[config.mk]
export PLATFORM = sky130hd
export DESIGN_NAME = add8_err_monitor
export DESIGN_NICKNAME = d
export VERILOG_FILES = /design/src/rtl/add8_err_monitor.sv
export SDC_FILE = /design/constraint.sdc
export NUM_CORES = 1
export LEC_CHECK = 0
export CELL_PAD_IN_SITES_DETAIL_PLACEMENT = 0
export CELL_PAD_IN_SITES_GLOBAL_PLACEMENT = 1
export CORE_ASPECT_RATIO = 0.9
export CORE_MARGIN = 4
export CORE_UTILIZATION = 31
export CTS_BUF_LIST = sky130_fd_sc_hd__clkbuf_2 sky130_fd_sc_hd__clkbuf_4 sky130_fd_sc_hd__clkbuf_8
export DETAILED_ROUTE_END_ITERATION = 12
export PLACE_DENSITY_LB_ADDON = 0.05
export SYNTH_ARGS = -nofsm -noshare
export SYNTH_HDL_FRONTEND = slang
export SYNTH_SLANG_ARGS = --single-unit
[constraint.sdc]
create_clock -name clk -period 17.7 [get_ports clk]
set_input_delay 5.31 -clock clk [delete_from_list [all_inputs] [get_ports clk]]
set_output_delay 5.31 -clock clk [all_outputs]
set_load 0.005 [all_outputs]
[src/rtl/add8_err_monitor.sv]
// Error-metric monitor for an 8-bit adder under test: accumulates sample count, error count,
// sum of absolute errors, sum of Hamming distances and worst-case error over a run.
module add8_err_monitor #(
  parameter int unsigned CNT_W = 17
) (
  input  logic               clk,
  input  logic               rst,
  input  logic               start,
  input  logic               in_valid,
  output logic               in_ready,
  input  logic               in_last,
  input  logic [7:0]         A,
  input  logic [7:0]         B,
  input  logic [8:0]         O,
  output logic               res_valid,
  input  logic               res_ready,
  output logic [CNT_W-1:0]   res_samples,
  output logic [CNT_W-1:0]   res_err_cnt,
  output logic [CNT_W+8:0]   res_sum_abs,
  output logic [CNT_W+3:0]   res_sum_hd,
  output logic [8:0]         res_wce,
  output logic               res_sat,
  output logic               busy
);

  localparam logic [1:0] ST_IDLE  = 2'd0;
  localparam logic [1:0] ST_RUN   = 2'd1;
  localparam logic [1:0] ST_DRAIN = 2'd2;
  localparam logic [1:0] ST_DONE  = 2'd3;

  logic [1:0]       state_q, state_d;
  logic             drain_cnt_q, drain_cnt_d;

  logic             s1_valid_q, s1_valid_d;
  logic [8:0]       s1_abs_q, s1_abs_d;
  logic [3:0]       s1_hd_q, s1_hd_d;
  logic             s1_nz_q, s1_nz_d;

  logic [CNT_W-1:0] samples_q, samples_d;
  logic [CNT_W-1:0] err_cnt_q, err_cnt_d;
  logic [CNT_W+8:0] sum_abs_q, sum_abs_d;
  logic [CNT_W+3:0] sum_hd_q, sum_hd_d;
  logic [8:0]       wce_q, wce_d;
  logic             sat_q, sat_d;

  logic             hs;
  logic [8:0]       exact;
  logic [8:0]       diff_bits;

  logic [CNT_W:0]   samples_sum;
  logic [CNT_W:0]   err_cnt_sum;
  logic [CNT_W+9:0] sum_abs_sum;
  logic [CNT_W+4:0] sum_hd_sum;

  assign in_ready  = (state_q == ST_RUN);
  assign res_valid = (state_q == ST_DONE);
  assign busy      = (state_q == ST_RUN) || (state_q == ST_DRAIN);
  assign hs        = in_valid && in_ready;

  assign res_samples = samples_q;
  assign res_err_cnt = err_cnt_q;
  assign res_sum_abs = sum_abs_q;
  assign res_sum_hd  = sum_hd_q;
  assign res_wce     = wce_q;
  assign res_sat     = sat_q;

  // Stage 1 metrics, computed from the handshaked sample and registered on that edge.
  always_comb begin
    exact     = {1'b0, A} + {1'b0, B};
    diff_bits = O ^ exact;
    s1_valid_d = hs;
    s1_abs_d   = (O >= exact) ? (O - exact) : (exact - O);
    s1_nz_d    = (O != exact);
    s1_hd_d    = 4'd0;
    for (int i = 0; i < 9; i++) begin
      s1_hd_d = s1_hd_d + {3'b000, diff_bits[i]};
    end
  end

  // Widened sums; the extra top bit flags an add that must clip to all-ones.
  always_comb begin
    samples_sum = {1'b0, samples_q} + (CNT_W + 1)'(1);
    err_cnt_sum = {1'b0, err_cnt_q} + (CNT_W + 1)'(s1_nz_q);
    sum_abs_sum = {1'b0, sum_abs_q} + (CNT_W + 10)'(s1_abs_q);
    sum_hd_sum  = {1'b0, sum_hd_q} + (CNT_W + 5)'(s1_hd_q);
  end

  always_comb begin
    state_d     = state_q;
    drain_cnt_d = drain_cnt_q;
    samples_d   = samples_q;
    err_cnt_d   = err_cnt_q;
    sum_abs_d   = sum_abs_q;
    sum_hd_d    = sum_hd_q;
    wce_d       = wce_q;
    sat_d       = sat_q;

    // Stage 2: fold the registered metrics into the saturating accumulators.
    if (s1_valid_q && busy) begin
      if (samples_sum[CNT_W]) begin
        samples_d = '1;
        sat_d     = 1'b1;
      end else begin
        samples_d = samples_sum[CNT_W-1:0];
      end
      if (err_cnt_sum[CNT_W]) begin
        err_cnt_d = '1;
        sat_d     = 1'b1;
      end else begin
        err_cnt_d = err_cnt_sum[CNT_W-1:0];
      end
      if (sum_abs_sum[CNT_W+9]) begin
        sum_abs_d = '1;
        sat_d     = 1'b1;
      end else begin
        sum_abs_d = sum_abs_sum[CNT_W+8:0];
      end
      if (sum_hd_sum[CNT_W+4]) begin
        sum_hd_d = '1;
        sat_d    = 1'b1;
      end else begin
        sum_hd_d = sum_hd_sum[CNT_W+3:0];
      end
      if (s1_abs_q > wce_q) begin
        wce_d = s1_abs_q;
      end
    end

    case (state_q)
      ST_IDLE: begin
        if (start) begin
          state_d   = ST_RUN;
          samples_d = '0;
          err_cnt_d = '0;
          sum_abs_d = '0;
          sum_hd_d  = '0;
          wce_d     = '0;
          sat_d     = 1'b0;
        end
      end
      ST_RUN: begin
        if (hs && in_last) begin
          state_d     = ST_DRAIN;
          drain_cnt_d = 1'b0;
        end
      end
      ST_DRAIN: begin
        drain_cnt_d = 1'b1;
        if (drain_cnt_q) begin
          state_d = ST_DONE;
        end
      end
      ST_DONE: begin
        if (res_ready) begin
          state_d = ST_IDLE;
        end
      end
      default: state_d = ST_IDLE;
    endcase
  end

  always_ff @(posedge clk) begin
    if (rst) begin
      state_q     <= ST_IDLE;
      drain_cnt_q <= 1'b0;
      s1_valid_q  <= 1'b0;
      s1_abs_q    <= '0;
      s1_hd_q     <= '0;
      s1_nz_q     <= 1'b0;
      samples_q   <= '0;
      err_cnt_q   <= '0;
      sum_abs_q   <= '0;
      sum_hd_q    <= '0;
      wce_q       <= '0;
      sat_q       <= 1'b0;
    end else begin
      state_q     <= state_d;
      drain_cnt_q <= drain_cnt_d;
      s1_valid_q  <= s1_valid_d;
      s1_abs_q    <= s1_abs_d;
      s1_hd_q     <= s1_hd_d;
      s1_nz_q     <= s1_nz_d;
      samples_q   <= samples_d;
      err_cnt_q   <= err_cnt_d;
      sum_abs_q   <= sum_abs_d;
      sum_hd_q    <= sum_hd_d;
      wce_q       <= wce_d;
      sat_q       <= sat_d;
    end
  end

endmodule

==> results.md, run 1 <==
- Outcome: finished, final reports clean
- P_leak: 3.03 nW
- Post-synthesis cell count: 765
- WL final: about 18,000 µm
- Post-Syn Nets: 863
- Arrival time worst endpoint: 9.92 ns
- Startpoint Class: primary input
- H-tree Lvls: 3
- RSZ-0062 raised after global routing: no
- Worst R2R End: res_sum_abs[25]
- TritonCTS Sinks: ~110
- Yosys top cell by area: dfxtp_1
- 1st-iter DRT viols: 222
- Average wire per cell in the routed design: ~15 µm
- CTS tree: done
- First-pass GRT wire length: between 30,000 and 40,000 µm
- Antenna violations before repair: 0
- Xor and xnor fraction of the mapped netlist area: 7.97%
- Combinational fraction of design power: 36.2%
- Critical Path RT: 18.01 ns
- Post-CTS Setup Inserts: 0
- Number of I/O pins: roughly 130
- Final setup viols: 0
- Pwr/cell area: 82.7 nW/µm²
- Total number of vias: 5,768
- Worst Setup EP: s1_hd_q[1]
- Min-delay worst type: reg -> reg
- Largest family of logic cells by synthesized area: compound AO/OA/AOI/OAI gates
- Synthesis-stage register bit count: 109
- Synthesized area per cell: 8.47 µm²
- Final cell count without fillers: 1,160
- Clock transition at the registers of the reported paths: roughly 0.10 ns
- Multiplexer area fraction after synthesis: 2.34%
- Max-slew violations: 0
- Relative slew slack: around a third
- Setup TNS: 0 ns
- Max Fclk: 104 MHz
- Hold path start: s1_abs_q[0]
- All-Layer GR Usage: 15.6%
- Area contributors post-synth: dfxtp_1, ha_1, a21oi_1
- Crit. End Element: flip-flop
- Maximum vdd drop: 0.0337 mV
- Initial core utilization: 31.9%
- Clock skew: 0.0158 ns
- Sequential element share of the synthesized area: 33.7%
- I/O Buffers: 124
- Post-synth EDFFs: 0
- Worst Reg-to-Reg Cells: 7
- Post-synthesis compound-gate area fraction: 20.0%
- Worst setup startpoint: A[0]
- Hold buffers post-CTS: 0
- Max Buffers Root-to-Sink: 2
- Synth top area share: 33.7%
- Dpl ws: 7.68 ns
- CTS root buf: clkbuf_8
- Ant diodes: 0
- Core area: approximately 20,000 µm²
- Final Worst Setup Slack: 8.08 ns
- Final Hold Fails: 0
- Switching Share: 35.5%
- Die H: 145 µm
- Final Cycle Share: between 50 and 60%
- Area share of and/or/nand/nor cells after synthesis: 16.6%
- Drc violations: 0
- Worst-Margin Slew: a little over 1 ns
- Final antenna-violating net count: 0
- Post-route minimum period: 9.62 ns
- Yosys warnings: 0
- Die Area: 23,300 µm²
- Main synth FF type: dfxtp_1
- Synth async-reset ratio: 0%
- Post-Synth Adder-Cell Area: 14.1%
- Clock power share: about 23%
- Most common cell after layout, fill and taps aside: clkdlybuf4s50_1
- Fill cells: 2,065
- Max_cap viols: 0
- DRT Pass-1 Iters: 4
- Kind of critical path: in -> reg
- Source of the worst register-to-register timing path: state_q[0]
- Clk Latency, worst-skew pair: 0.38 ns
- Switch Pwr: roughly 0.24 mW
- P&R area growth vs syn: 26.1%
- Seq pwr share: between 40% and 50%
- Most frequent cells in the layout: clkdlybuf4s50_1, dfxtp_1, a21oi_1, inv_1, ha_1
- Resized cells post-CTS: 0
- NumNets Final: 974
- RePlAce Congestion: 0.859
- R2r setup slk: roughly 15 ns
- Fraction of layout cells with a size suffix above 1: under 10%
- Post-synth cell types: between 50 and 60
- Synth Cell Area: about 6500 µm²
- Width of the die: 160 µm
- Site row count: 49
- Post-DP HPWL: about 14,000 µm
- Vias in the first global route: 5,954
- Total CTS buffers: 9
- Int Power: 0.436 mW
- Largest fanout on the critical path: 3
- Largest net degree at the start of global routing: 40
- Total grt overflow: 0
- Post-Place Cells: 1,145
- Via density: approximately 5.0
metal layers:
| metal | wire (µm) | GRT usage (%) |
|---|---|---|
| met4 | 236 | 4.13 |
| met3 | 701 | 3.15 |
| met5 | 0 | 0 |
| met1 | 8930 | 21.4 |
| met2 | 8050 | 25.1 |
how the worst min path moves through the flow:
stage | slack (ns) | depth (start not counted) | end
floorplan | 0.45 | 2 | res_wce[8]
global placement | 0.48 | 1 | res_sum_abs[25]
detailed placement | 0.49 | 2 | res_wce[5]
CTS | 0.52 | 2 | res_wce[5]
global route | 0.54 | 2 | res_wce[6]
finish | 0.51 | 2 | res_wce[0]
state kept, by name, summed over array words and instances, names as in the netlist:
register and flops:
res_wce 9, state_q 2, res_sum_hd 21, res_sum_abs 26
s1_hd_q 4, drain_cnt_q 1, s1_nz_q 1, res_err_cnt 17
s1_valid_q 1, s1_abs_q 9, res_sat 1, res_samples 17
cell families after synthesis:
family	after synthesis
multiplexers	14
buffers and inverters	86
AO/OA/AOI/OAI	212
XOR/XNOR	59
AND/OR/NAND/NOR	218
flip-flops	109
adder cells (fa/ha/maj)	67
power groups by stage:
stage | Sequential, mW | Combinational [mW] | Clock [mW]
after floorplan | 0.275 | 0.180 | 0
after global placement | 0.283 | 0.240 | 0
after detailed placement | 0.282 | 0.246 | 0
after CTS | 0.277 | 0.248 | 0.163
after global routing | 0.279 | 0.283 | 0.169
final | 0.277 | 0.245 | 0.154
critical path, stage by stage:
cell	delay, ns
clkdlybuf4s50_1	0.41
ha_1	0.23
fa_1	0.41
a21o_1	0.19
a21oi_1	0.21
o21ai_0	0.14
a21oi_1	0.24
nor2_1	0.08
a211oi_1	0.23
ha_1	0.19
inv_1	0.09
fa_1	0.50
inv_1	0.05
fa_1	0.52
inv_1	0.05
fa_1	0.44
inv_1	0.09
fa_1	0.42
nor2_1	0.11
synthesized netlist by cell type (all sizes together) (3+ instances only):
| cell | count |
|---|---|
| o21bai | 5 |
| and3 | 10 |
| o21ai | 35 |
| a211oi | 12 |
| nor2 | 53 |
| xor2 | 38 |
| inv | 58 |
| and4 | 5 |
| a2111oi | 4 |
| mux2 | 6 |
| clkbuf | 21 |
| o211ai | 9 |
| nor3 | 26 |
| fa | 10 |
| buf | 7 |
| a21oi | 97 |
| and2 | 4 |
| mux2i | 8 |
| nand3 | 39 |
| xnor2 | 21 |
| nand2 | 45 |
| nor4 | 3 |
| o21a | 6 |
| ha | 57 |
| a31oi | 15 |
| nor2b | 9 |
| nand4 | 12 |
| dfxtp | 109 |
| a21o | 11 |
| a311oi | 7 |
| or2 | 3 |
| a221oi | 3 |
cell type report:
type	instances	area (µm²)	share of cell area [%]
Clock inverter	4	48.8	0.597
Sequential cell	109	2180	26.7
Tap cell	280	350	4.29
Multi-Input combinational cell	570	3960	48.4
Inverter	58	218	2.66
Clock buffer	11	145	1.78
Timing Repair Buffer	128	1270	15.6
stage by stage:
| stage | power [mW] | cell area [µm²] | utilization (%) | hold slack, ns |
|---|---|---|---|---|
| 4_1_cts | 0.688 | 8170 | 40.3 | 0.515 |
| 3_5_place_dp | 0.528 | 7980 | 39.3 | 0.494 |
| 6_report | 0.676 | 8170 | 40.3 | 0.510 |
| 3_3_place_gp | 0.523 | 7980 | 39.3 | 0.481 |
| 5_1_grt | 0.731 | 8170 | 40.3 | 0.544 |
| 2_1_floorplan | 0.455 | 6480 | - | 0.452 |
No activity file was read; power rests on OpenSTA's default activity.
==> run 2, diff against run 1 <==
==> constraint.sdc (replaced) <==
create_clock -name clk -period 8.8 [get_ports clk]
set_input_delay 2.64 -clock clk [delete_from_list [all_inputs] [get_ports clk]]
set_output_delay 2.64 -clock clk [all_outputs]
set_load 0.005 [all_outputs]
==> results.md, run 2 (same netlist as run 1, synthesis figures left out) <==
- Outcome: finished, final reports clean (unchanged)
- Most frequent cells in the layout: clkdlybuf4s50_1, dfxtp_1, a21oi_1, inv_1, ha_1 (unchanged)
- Site row count: 49 (unchanged)
- Final antenna-violating net count: 0 (unchanged)
- Relative slew slack: 36.7% (was 32.4%)
- Initial core utilization: 31.9% (unchanged)
- Drc violations: 0 (unchanged)
- CP cell instances: clkdlybuf4s50_1 > ha_1 > fa_1 > a21o_1 > a21oi_1 > o21ai_0 > a21oi_1 > nor2_1 > a211oi_1 > ha_1 > inv_1 > fa_1 > inv_1 > fa_1 > inv_1 > fa_1 > inv_1 > fa_1 > nor2_1 (unchanged)
- Total CTS buffers: 9 (unchanged)
- Met2 Wirelength: 8000 µm (was 8050 µm)
- Core area: 20,300 µm² (unchanged)
- Top routing layer used: met4 (unchanged)
- Min-delay worst type: reg -> reg (unchanged)
- Most common cell after layout, fill and taps aside: clkdlybuf4s50_1 (unchanged)
- Worst-Margin Slew: 0.949 ns (was 1.01 ns)
- RSZ-0062 raised after global routing: no (unchanged)
- Die H: 145 µm (unchanged)
- Maximum vdd drop: 0.0652 mV (was 0.0337 mV)
- Pwr/cell area: 166 nW/µm² (was 82.7 nW/µm²)
- Crit. End Element: flip-flop (unchanged)
- H-tree Lvls: 3 (unchanged)
- Via density: 4.94 (was 4.97)
- CTS tree: done (unchanged)
- Total grt overflow: 0 (unchanged)
- Post-route minimum period: 6.90 ns
- I/O Buffers: 124 (unchanged)
- Setup TNS: 0 ns (unchanged)
- Metal-1 WL: 8900 µm (was 8930 µm)
- Vias in the first global route: 5,824 (was 5,954)
- Critical-path top delay cell: fa_1 (unchanged)
- All-Layer GR Usage: 15.3% (was 15.6%)
- Clock skew: 0.0168 ns (was 0.0158 ns)
- Final Power: 1.36 mW (was 0.676 mW)
- Max_cap viols: 0 (unchanged)
- 1st-iter DRT viols: 216 (was 222)
- Final Cycle Share: a little under 80%
- Post-Place Cells: 1,145 (unchanged)
- Arrival time worst endpoint: 7.21 ns (was 9.92 ns)
- RePlAce Congestion: 0.859 (about the same)
- P_leak: 3.03 nW (about the same)
- Hold buffers post-CTS: 0 (unchanged)
- Max reg flops: 26 (unchanged)
- Width of the die: 160 µm (unchanged)
- Resized cells post-CTS: 0 (unchanged)
- CP bufs+invs: 5 (unchanged)
- Placed cell areas: 7980 µm² (unchanged)
- Met3 WL: 726 µm (was 701 µm)
- TritonCTS Sinks: 109 (unchanged)
- Number of I/O pins: 125 (unchanged)
- Final setup viols: 0 (unchanged)
- Final Worst Setup Slack: 1.90 ns (was 8.08 ns)
- Final cell count without fillers: 1,160 (unchanged)
- Max-slew violations: 0 (unchanged)
- Max Fclk: 145 MHz
- Highest cell delay on the worst timing path: 0.53 ns (was 0.52 ns)
- Dpl ws: 1.46 ns (was 7.68 ns)
- CTS root buf: clkbuf_8 (unchanged)
- Clock transition at the registers of the reported paths: 0.10 ns (about the same)
- WL final: 17,800 µm (was 17,900 µm)
- Fraction of layout cells with a size suffix above 1: 3.52% (unchanged)
- First-pass GRT wire length: 29,900 µm (was 30,400 µm)
- Kind of critical path: in -> reg (unchanged)
- Largest fanout on the critical path: 3 (unchanged)
- Post-CTS Setup Inserts: 0 (unchanged)
- Worst path most repeated cell: fa_1 (unchanged)
- R2r setup slk: 6.03 ns (was 14.92 ns)
- Top delay family on crit path: adder cells (unchanged)
- Antenna violations before repair: 0 (unchanged)
- Critical Path RT: 9.11 ns (was 18.01 ns)
- Total number of vias: 5,725 (was 5,768)
- NumNets Final: 974 (unchanged)
- Largest net degree at the start of global routing: 40 (unchanged)
- Ant diodes: 0 (unchanged)
- Die Area: 23,300 µm² (unchanged)
- P&R area growth vs syn: 26.2% (was 26.1%)
- Fill cells: 2,085 (was 2,065)
- Finished Cell Area: 8180 µm² (was 8170 µm²)
- Clk Latency, worst-skew pair: 0.38 ns (about the same)
- Average wire per cell in the routed design: 15.3 µm (was 15.4 µm)
- Post-DP HPWL: 13,500 µm (was 13,600 µm)
- Startpoint Class: primary input (unchanged)
- Max Buffers Root-to-Sink: 2 (unchanged)
- DRT Pass-1 Iters: 4 (unchanged)
- Final Hold Fails: 0 (unchanged)
[run 2: through the flow]
stage	utilization [%]	hold WS (ns)
after floorplan	-	0.452
after global placement	39.3	0.481
after detailed placement	39.3	0.495
after CTS	40.3	0.508
after global routing	40.3	0.544
final	40.3	0.499
[run 2: worst paths after layout]
path,end,cells past startpoint,startpoint
setup / recovery,s1_hd_q[1],19,A[0]
hold / removal,res_wce[0],2,s1_abs_q[0]
setup reg to reg,res_sum_abs[25],7,state_q[0]
hold reg to reg,res_wce[0],2,s1_abs_q[0]
[run 2: area by class of cell]
cell class	instances	area, µm²	share of cell area, %
clock buffer	11	151	1.85
sequential	109	2180	26.7
clock inverter	4	47.5	0.581
tap	280	350	4.28
timing repair buffer	128	1270	15.5
multi-input combinational	570	3960	48.4
inverter	58	218	2.66
[run 2: metal layers]
metal	vias to the layer above	GRT usage (%)
li1	2927	-
met3	8	3.01
met4	0	3.44
met1	2672	21.3
met5	-	0
met2	118	24.7
[run 2: power by group]
part           internal (mW)  switching [mW]
logic                  0.209           0.281
registers              0.525          0.0306
clock network          0.145           0.168
[run 2: tightest hold or removal path, delay by kind of cell (launching register included)]
| kind | cells | cell delay (ns) |
|---|---|---|
| AO/OA/AOI/OAI | 1 | 0.06 |
| flip-flops | 1 | 0.34 |
| AND/OR/NAND/NOR | 1 | 0.07 |
==> run 3, diff against run 2 <==
==> constraint.sdc (replaced) <==
create_clock -name clk -period 5.7 [get_ports clk]
set_input_delay 1.71 -clock clk [delete_from_list [all_inputs] [get_ports clk]]
set_output_delay 1.71 -clock clk [all_outputs]
set_load 0.005 [all_outputs]
==> results.md, run 3 (same netlist as run 1, synthesis figures left out) <==
- Final Hold Fails: 0 (unchanged)
- Final antenna-violating net count: 0 (unchanged)
- Largest net degree at the start of global routing: 49 (was 40)
- Width of the die: 160 µm (unchanged)
- Worst R2R End: res_sum_abs[25] (unchanged)
- Worst setup startpoint: B[0] (was A[0])
- RSZ-0062 raised after global routing: yes (was no)
- Post-DP HPWL: 13,900 µm (was 13,500 µm)
- H-tree Lvls: 3 (unchanged)
- Total CTS buffers: 9 (unchanged)
- Die H: 145 µm (unchanged)
- Source of the worst register-to-register timing path: state_q[0] (unchanged)
- Core area: 20,300 µm² (unchanged)
- Startpoint Class: primary input (unchanged)
- Vias in the first global route: 5,839 (was 5,824)
- WHS: 0.502 ns (was 0.499 ns)
- CP Depth: 17 (was 19)
- Top delay family on crit path: adder cells (unchanged)
- Crit. End Element: flip-flop (unchanged)
- Worst-Margin Slew: 1.05 ns (was 0.949 ns)
- Max Buffers Root-to-Sink: 2 (unchanged)
- CP bufs+invs: 6 (was 5)
- Setup TNS: 0 ns (unchanged)
- Max reg flops: 26 (unchanged)
- Final cell count without fillers: 1,194 (was 1,160)
- WL final: 18,200 µm (was 17,800 µm)
- Final Cycle Share: 97.2%
- Clock transition at the registers of the reported paths: 0.10 ns (about the same)
- Ant diodes: 0 (unchanged)
- Clock skew: 0.0173 ns (was 0.0168 ns)
- R2r setup slk: 2.94 ns (was 6.03 ns)
- Initial core utilization: 31.9% (unchanged)
- Kind of critical path: in -> reg (unchanged)
- Antenna violations before repair: 0 (unchanged)
- Hold buffers post-CTS: 0 (unchanged)
- P_leak: 3.22 nW (was 3.03 nW)
- Site row count: 49 (unchanged)
- CP cell instances: clkdlybuf4s50_1 > ha_2 > buf_4 > a21o_1 > a21oi_4 > xnor2_2 > ha_1 > fa_1 > inv_1 > fa_1 > inv_1 > fa_1 > inv_2 > fa_2 > inv_2 > fa_1 > nor2_1 (was clkdlybuf4s50_1 > ha_1 > fa_1 > a21o_1 > a21oi_1 > o21ai_0 > a21oi_1 > nor2_1 > a211oi_1 > ha_1 > inv_1 > fa_1 > inv_1 > fa_1 > inv_1 > fa_1 > inv_1 > fa_1 > nor2_1)
- Most common cell after layout, fill and taps aside: clkdlybuf4s50_1 (unchanged)
- Final Power: 2.24 mW (was 1.36 mW)
- Fraction of layout cells with a size suffix above 1: 8.97% (was 3.52%)
- Max_cap viols: 0 (unchanged)
- Min-delay worst type: reg -> reg (unchanged)
- Outcome: finished, final reports clean (unchanged)
- Total number of vias: 5,904 (was 5,725)
- Arrival time worst endpoint: 5.86 ns (was 7.21 ns)
- Most frequent cells in the layout: clkdlybuf4s50_1, dfxtp_1, a21oi_1, inv_1, ha_1 (unchanged)
- Final setup viols: 0 (unchanged)
- CTS tree: done (unchanged)
- Critical-path top delay cell: fa_1 (unchanged)
- Clk Latency, worst-skew pair: 0.39 ns (was 0.38 ns)
- Number of I/O pins: 125 (unchanged)
- All-Layer GR Usage: 15.4% (was 15.3%)
- Average wire per cell in the routed design: 15.2 µm (was 15.3 µm)
- Via density: 4.94 (about the same)
- 1st-iter DRT viols: 191 (was 216)
- Worst Reg-to-Reg Cells: 7 (unchanged)
- Worst path most repeated cell: fa_1 (unchanged)
- Post-Place Cells: 1,169 (was 1,145)
- Largest fanout on the critical path: 2 (was 3)
- Relative slew slack: 30.1% (was 36.7%)
- First-pass GRT wire length: 30,000 µm (was 29,900 µm)
- TritonCTS Sinks: 109 (unchanged)
- Drc violations: 0 (unchanged)
- Max Fclk: 180 MHz
- Post-route minimum period: approximately 5.5 ns
- NumNets Final: 1,007 (was 974)
- Pwr/cell area: 263 nW/µm² (was 166 nW/µm²)
- Critical Path RT: 6.02 ns (was 9.11 ns)
- Maximum vdd drop: 0.107 mV (was 0.0652 mV)
- DRT Pass-1 Iters: 5 (was 4)
- Max-slew violations: 0 (unchanged)
- Highest cell delay on the worst timing path: 0.53 ns (about the same)
- Worst Setup EP: s1_hd_q[1] (unchanged)
- CTS root buf: clkbuf_8 (unchanged)
- Total grt overflow: 0 (unchanged)
- Post-layout util: 42.0% (was 40.3%)
- Die Area: 23,300 µm² (unchanged)
- RePlAce Congestion: 0.822 (was 0.859)
- P&R area growth vs syn: 31.6% (was 26.2%)
- I/O Buffers: 124 (unchanged)
[run 3: routing by layer]
layer  part of all wire (%)  track usage (%)
met4                    1.0             3.35
met1                     49             21.4
met5                      0                0
met3                    4.6             3.29
met2                     45             24.7
[run 3: timing repair]
item,4_1_cts,5_1_grt
setup endpoints to repair,2,8
pin swaps,6,14
resized for setup,8,14
setup buffers,7,2
gates cloned,0,0
[run 3: metrics by stage]
step,instance area (µm²),setup slack (ns)
final,8530,0.157
after CTS,8460,0.0563
after global placement,8160,-0.507
after floorplan,6480,0.0745
after detailed placement,8160,-0.626
after global routing,8530,-0.0137
[run 3: worst min path at each step]
stage / from / endpoint / slack (ns) / cells after the start
floorplan: s1_abs_q[8] / res_wce[8] / 0.45 / 2
global placement: res_wce[8] / res_wce[8] / 0.48 / 2
finish: res_wce[8] / res_wce[8] / 0.50 / 2
global route: res_wce[8] / res_wce[8] / 0.51 / 2
CTS: res_wce[8] / res_wce[8] / 0.50 / 2
detailed placement: res_wce[8] / res_wce[8] / 0.48 / 2
[run 3: power by group]
group	total [mW]	internal, mW	switching [mW]
registers	0.859	0.811	0.0479
clock network	0.543	0.264	0.279
logic	0.843	0.383	0.460
total	2.24	1.46	0.787
[run 3: layout make-up]
| cell class | count | area [µm²] |
|---|---|---|
| Clock buffer | 10 | 138 |
| Clock inverter | 6 | 93.8 |
| Fill cell | 2022 | 11800 |
| Inverter | 58 | 218 |
| Multi-Input combinational cell | 570 | 4040 |
| Sequential cell | 109 | 2180 |
| Tap cell | 280 | 350 |
| Timing Repair Buffer | 161 | 1520 |
[run 3: worst min-delay path, delay by kind of cell (launching register included)]
kind	cells	cell delay, ns
compound gates	1	0.05
simple gates	1	0.06
flops	1	0.35
==> variant (settings of run 2) <==
The parameter `CNT_W` goes from 17 to 34.
--- a/src/rtl/add8_err_monitor.sv
+++ b/src/rtl/add8_err_monitor.sv
@@ -1,7 +1,7 @@
 // Error-metric monitor for an 8-bit adder under test: accumulates sample count, error count,
 // sum of absolute errors, sum of Hamming distances and worst-case error over a run.
 module add8_err_monitor #(
-  parameter int unsigned CNT_W = 17
+  parameter int unsigned CNT_W = 34
 ) (
   input  logic               clk,
   input  logic               rst,
Interface: changed (resized res_err_cnt, res_samples, res_sum_abs and res_sum_hd); port bits go from 125 to 193. The function was not compared with the original's and may differ.
==> variant against run 2 <==
Count of clock-buffer cells in the layout is 11 higher. Fmax is 1.8% higher. Wire length is 70% higher. Combinational power is 8.2% higher. Power is 49% higher. Setup slack better by 0.12 ns. Design area is 56% higher. Sequential cell count is 68 higher. Clock power is 100% higher. Synthesized cell count is 55% higher. Area after synthesis is 54% higher. Worst hold slack worse by 0.0089 ns. Largest cell class unchanged. Highest routed layer unchanged.
==> variant: results (changes against run 2) <==
run_status:
  outcome: "complete, no violations"
cells_and_area:
  largest_register_ffs: 43  # +65%
  nonClkBufAreaFrac_pct: 15.7  # +0.14 points
  num-nonclk-buffers: 202  # +58%
  multiInputCombCellCount: 904  # +59%
  n_clock_buffer: 22  # +11
  drive_gt1_share_pct: 4.45  # +0.93 points
  syn2layout_area_growth_pct: 27.6
  n_all_inverters: 56  # -3.4%
  final_nets: 1456  # +49%
  multi_input_area_um2: 6030  # +52%
place:
  place_hpwl_um: 22000  # +63%
  placed_area_um2: 12300  # +54%
  dp_slack_ns: 1.50  # +0.0402 ns
  io_buffers: 192  # +55%
  gp_congestion: 0.812  # -5.5%
cts:
  clock_latency_ns: 0.48  # +0.10 ns
  cts_max_level: 4  # +1
  numCtsBuffers: 17  # +8
  clock_path_buffers: 2  # unchanged
pwr:
  seq_cell_power_uw: 864  # +55%
  power.leakage_nw: 4.53  # +49%
  pwr_density_cell_nw_per_um2: 159  # -4.1%
  pwr.group.clock_uw: 636  # +100%
  swShare_pct: 32.9  # -2.4 points
floorplan:
  core_area_um2: 31800  # +57%
global_routing:
  grt_max_degree: 76  # +90%
  grt_pass1_wl_um: 48800  # +63%
  grt_pass1_vias: 8880  # +52%
  track_usage_pct: 17.0  # +1.7 points
logic_synthesis:
  netlist_instances: 1189  # +55%
  synth_top_family_by_area: "simple AND/OR/NAND/NOR gates"
  ys_top_cells_by_count: "dfxtp_1 (177), a21oi_1 (121), nor2_1 (85)"
  synth-xor-area-share_pct: 8.95  # +0.98 points
  synth.distinct_cells: 73  # +33%
  synth_area_leaders: "dfxtp_1 (36%), ha_1 (7.1%), a21oi_1 (6.1%)"
  ys_seq_elements: 177  # +62%
  yosysSeqAreaShare_pct: 35.5  # +1.8 points
  synth_compound_area_share_pct: 18.7  # -1.3 points
  synth_mux_area_share_pct: 0.627  # -1.7 points
  synthAdderAreaFrac_pct: 9.15  # -4.9 points
  synth.net_count: 1287  # +49%
timing:
  skew_ns: 0.0224  # +0.00560 ns
  slew_violations: 0  # unchanged
  tightestPinTransition_ns: 1.09  # +0.144 ns
detailed_routing:
  firstDrtPassIters: 5  # +1
  totalWireLength_um: 30100  # +70%
  drt_iter0_drc: 425  # +97%
  viasPerCell: 5.10  # +3.4%
  via_count: 9122  # +59%
worst_hold_path:
  holdCritStartpoint: "res_wce[8]$_SDFF_PP0_"
setup_path:
  path_max_fanout: 5  # +2
  crit_arrival_ns: 7.18  # -0.03 ns
## variant: critical path: cells and delay by family
kind	cells	cell delay (ns)
buffers and inverters	5	0.68
AO/OA/AOI/OAI	5	0.91
adder cells (fa/ha/maj)	7	2.76
AND/OR/NAND/NOR	2	0.18
## variant: metal layers
layer,global-route usage [%],vias to the layer above,share of wire [%]
li1,-,4659,-
met1,23.7,4296,49
met2,27.3,152,45
met3,3.81,15,4.3
met4,3.26,0,0.73
met5,0,-,0
## variant: cells by family after synthesis
logic type / after synthesis
AOI/OAI and AO/OA: 303
adders and majority gates: 67
buffers and inverters: 108
muxes: 6
DFF: 177
xor gates and xnor gates: 102
and+or+nand+nor: 426
## variant: path summary, 6_finish.rpt
check                                to  slack [ns]  cells after the start
min               res_wce[8]$_SDFF_PP0_        0.49                      2
max reg2reg  res_err_cnt[25]$_SDFF_PP0_        4.74                      8
min reg2reg       res_wce[8]$_SDFF_PP0_        0.49                      2
max               s1_hd_q[1]$_SDFF_PP0_        2.02                     19
